### src/rtl/prod_accumulator.sv
// Accumulates groups of N unsigned 8-bit products into a saturating ACC_W-bit total.
// Each total is offered on a valid/ready port, and the input is stalled until it is taken.
module prod_accumulator #(
   parameter int unsigned N     = 4,
   parameter int unsigned ACC_W = 10
) (
   input  logic             clk,
   input  logic             rst_n,
   input  logic             clr,
   input  logic [7:0]       in_prod,
   input  logic             in_valid,
   output logic             in_ready,
   output logic [ACC_W-1:0] out_sum,
   output logic             out_ovf,
   output logic             out_valid,
   input  logic             out_ready
);

   localparam int unsigned SUM_W = ACC_W + 1;
   localparam int unsigned CNT_W = $clog2(N + 1);

   typedef enum logic {
      S_ACC  = 1'b0,
      S_HOLD = 1'b1
   } state_t;

   state_t             r_state;
   state_t             w_state_nxt;
   logic [ACC_W-1:0]   r_acc;
   logic [CNT_W-1:0]   r_cnt;
   logic               r_ovf;
   logic [ACC_W-1:0]   r_out_sum;
   logic               r_out_ovf;

   logic               w_xfer;
   logic               w_last;
   logic [SUM_W-1:0]   w_nxt;
   logic               w_step_ovf;
   logic [ACC_W-1:0]   w_sat;

   // Headroom bit of the widened sum flags saturation for this step.
   assign w_xfer     = in_valid && in_ready && !clr;
   assign w_last     = (r_cnt == CNT_W'(N - 1));
   assign w_nxt      = {1'b0, r_acc} + SUM_W'(in_prod);
   assign w_step_ovf = w_nxt[ACC_W];
   assign w_sat      = w_step_ovf ? {ACC_W{1'b1}} : w_nxt[ACC_W-1:0];

   // State register
   always_ff @(posedge clk or negedge rst_n) begin
      if (!rst_n) begin
         r_state <= S_ACC;
      end else begin
         r_state <= w_state_nxt;
      end
   end

   // Next-state logic
   always_comb begin
      w_state_nxt = r_state;
      if (clr) begin
         w_state_nxt = S_ACC;
      end else begin
         case (r_state)
            S_ACC:   if (w_xfer && w_last) w_state_nxt = S_HOLD;
            S_HOLD:  if (out_ready)        w_state_nxt = S_ACC;
            default: w_state_nxt = S_ACC;
         endcase
      end
   end

   // Output decode
   always_comb begin
      in_ready  = 1'b0;
      out_valid = 1'b0;
      case (r_state)
         S_ACC:   in_ready  = 1'b1;
         S_HOLD:  out_valid = 1'b1;
         default: in_ready  = 1'b0;
      endcase
   end

   // Partial sum, group counter, sticky overflow and the held result
   always_ff @(posedge clk or negedge rst_n) begin
      if (!rst_n) begin
         r_acc     <= '0;
         r_cnt     <= '0;
         r_ovf     <= 1'b0;
         r_out_sum <= '0;
         r_out_ovf <= 1'b0;
      end else if (clr) begin
         r_acc <= '0;
         r_cnt <= '0;
         r_ovf <= 1'b0;
      end else if (w_xfer) begin
         if (w_last) begin
            r_out_sum <= w_sat;
            r_out_ovf <= r_ovf | w_step_ovf;
            r_acc     <= '0;
            r_cnt     <= '0;
            r_ovf     <= 1'b0;
         end else begin
            r_acc <= w_sat;
            r_cnt <= r_cnt + CNT_W'(1);
            r_ovf <= r_ovf | w_step_ovf;
         end
      end
   end

   assign out_sum = r_out_sum;
   assign out_ovf = r_out_ovf;

endmodule

### config.mk
export PLATFORM = sky130hd
export DESIGN_NAME = prod_accumulator
export DESIGN_NICKNAME = d
export VERILOG_FILES = /design/src/rtl/prod_accumulator.sv
export SDC_FILE = /design/constraint.sdc
export NUM_CORES = 1
export LEC_CHECK = 0
export CORE_MARGIN = 2
export CORE_UTILIZATION = 51
export DETAILED_ROUTE_END_ITERATION = 16
export HOLD_SLACK_MARGIN = 0.12
export PLACE_DENSITY = 0.78
export RECOVER_POWER = 100
export SYNTH_ARGS = -nofsm -noshare
export SYNTH_HDL_FRONTEND = slang
export SYNTH_SLANG_ARGS = --single-unit
### constraint.sdc
create_clock -name clk -period 3.05 [get_ports clk]
set_input_delay 0.7625 -clock clk [delete_from_list [all_inputs] [get_ports clk]]
set_output_delay 0.7625 -clock clk [all_outputs]
set_load 0.02 [all_outputs]
==> flow_metrics.tcl <==
set metrics [dict create \
    cp-start-kind "primary input" \
    cp-startpoint "in_prod[0]" \
    status "complete, no violations" \
    synth-async-reset-ratio_pct 100 \
    first_pass_iters 4 \
    finalClockSkew_ps 11.8 \
    reg2reg_slack_ps 740 \
    max_freq_ghz 0.364 \
    grt_use_total_pct 20.7 \
    clk_path_buf_depth 2 \
    nNetsFinal 208 \
    finalMaxSlewViolations 0 \
    finalHoldViolCount 0 \
    final.setup.worst_slack_ps 304 \
    vdd_ir_drop_max_uv 372 \
    grt_use_met1_pct 26.4 \
    cp_max_fo 3 \
    synth_cell_types 35 \
    diodes 0 \
    synthesis.yosys.warnings 0 \
    die_h_um 56.9 \
    num_vias 1228 \
    yosysSeqAreaShare_pct 45.5 \
    r2r-start "r_acc[0]" \
    finalCritPeriodShare_pct 90.0 \
    cts-buffers-inserted 3 \
    drt_iter0_drc 17 \
    synth_area_um2 1430 \
    p_per_area_nw_per_um2 521 \
    core_um2 2710 \
    synth_nets 177 \
    ctsHoldBuffers 0 \
    fin_setup_tns_ps 0 \
    cts_setup_buffers 0 \
    grt_pass1_wl_um 5350 \
    ant_nets 0 \
    whs_endpoint "out_sum[4]" \
    routed_wl_um 3000 \
    grt_pass1_vias 1260 \
    setup_viol 0 \
    synth_edf_count 0 \
    grt_use_met3_pct 3.63 \
    met2_usage_pct 35.0 \
    hpwl_um 2300 \
    final_cell_area_um2 1780 \
    rsz0062_at_grt "no" \
    chipWidth_um 56.9 \
    wire_per_inst_um 13.9 \
    fp-row-count 19 \
    grt_busiest_layer "met2" \
    cap_violations 0 \
    tightest_slew_ps 1380 \
    clock_latency_ps 330 \
    drc_errors 0 \
    critPathKind "in -> reg" \
    layout_min_cycle_time_ps 2750 \
    r2r-end "r_acc[9]" \
    post_cts_resized 0 \
    min_path_type "reg -> reg" \
    syn_to_final_growth_pct 24.6 \
    endpoint_kind "register" \
    die-area_um2 3240 \
    htreeDepth 1 \
    dp_slack_ps 11.9 \
    synth.avg_cell_area_um2 9.28 \
    ys.flop_type "dfrtp_1" \
    cp.arrival_ps 2950 \
    fillers 243 \
    root_buffer "clkbuf_4" \
    max_slew_margin_pct 8.05 \
    dpl_cell_area_um2 1740 \
    ios 26 \
    place_congestion 0.868 \
    clock_sinks 26 \
    vias_per_cell 5.71 \
    leakagePower_nw 0.844 \
    clk_pin_slew_worst_paths_ps 150 \
    portBuffers 25 \
    ys_ff_latch 26 \
    synth_cells 154 \
    cts_tree "yes" \
    antenna_found_initial 0 \
    start_util_pct 52.7 \
    grt-ovfl-total 0 \
    r2r_cells 7 \
    hp-start "out_sum[4]" \
    hold_depth 2 \
    drive_gt1_share_pct 5.43 \
    grt_start_max_net_pins 27 \
    cp.required_ps 3260 \
]
[cells in the final DEF (no fill, tap or decap), types with 3 or more instances in the layout]
cell type        instances
dfrtp_1                 26
buf_4                    3
or3_1                    3
clkdlybuf4s50_1         10
dlygate4sd3_1           15
a21o_1                   4
a21oi_1                 12
o21ai_0                 23
nor2_1                  10
ha_1                     9
inv_1                    5
clkbuf_4                 3
nand2_1                 27
[area by class of cell]
type                       instances  area (um^2)  share of cell area (%)
clock inverter                     1         30.0                    1.69
timing repair buffer              30          280                    15.7
inverter                           5         18.8                    1.05
sequential                        26          651                    36.5
clock buffer                       3         22.5                    1.26
tap                               31         38.8                    2.18
multi-input combinational        119          739                    41.5
[through the flow]
stage	total power, mW	std cells	hold slack, ps	util (%)
2_1_floorplan	0.596	154	454	-
3_3_place_gp	0.703	211	461	64.2
3_5_place_dp	0.713	211	470	64.2
4_1_cts	0.951	215	505	66.2
5_1_grt	0.994	215	519	65.7
6_report	0.928	215	490	65.7
[cell families (layout without fill, tap and decap cells)]
logic type                 after synthesis  in the layout  synth area share, %
AOI/OAI and AO/OA                       55             55                 24.8
and+or+nand+nor                         51             51                 16.2
DFF                                     26             26                 45.5
adders and majority gates               10             10                 9.28
buffers and inverters                    9             39                 2.36
xor gates and xnor gates                 3              3                 1.84
[power by group]
group | switching, mW | internal (mW) | leakage (nW) | total, mW
Clock | 0.105 | 0.133 | 0.0279 | 0.238
Sequential | 0.0216 | 0.384 | 0.353 | 0.406
Combinational | 0.159 | 0.125 | 0.462 | 0.284
[cell usage after synthesis, drive strengths merged, types with 2 or more instances]
master / number / area (um^2)
nand2: 27 / 101
nor2b: 2 / 12.5
inv: 5 / 18.8
and3: 2 / 12.5
o31ai: 2 / 15.0
nor3: 2 / 10.0
nor2: 10 / 37.5
clkbuf: 4 / 15.0
dfrtp: 26 / 651
a211o: 2 / 17.5
or3: 3 / 18.8
xnor2: 2 / 17.5
ha: 9 / 113
a211oi: 3 / 35.0
o21ai: 23 / 115
a21o: 4 / 30.0
a21oi: 13 / 68.8
[how the worst max path moves through the flow]
stage / end / slack (ps) / cells past startpoint
2_1_floorplan: r_acc[9] / 530 / 7
3_3_place_gp: out_sum[9] / 110 / 8
3_5_place_dp: r_acc[9] / 10 / 8
4_1_cts: r_acc[9] / 370 / 8
5_1_grt: r_acc[9] / 150 / 8
6_report: r_acc[9] / 300 / 8
[layer usage]
metal  vias to the layer above  part of all wire (%)
met5                         -                     0
met4                         0                   1.3
met3                         4                   5.2
met2                        34                    49
met1                       577                    45
li1                        613                     -
[worst max-delay path, cell delays in order]
cell	delay, ps
clkdlybuf4s50_1	400
ha_1	230
fa_1	380
and3_1	210
o211ai_1	260
nand2_1	130
a2111oi_1	430
a211oi_1	150
[state kept, by name (all words and copies together) (netlist names)]
name and flops:
out_sum 10, r_acc 10, r_cnt 3, out_ovf 1, r_ovf 1, r_state 1
(Power assumes the default switching activity.)
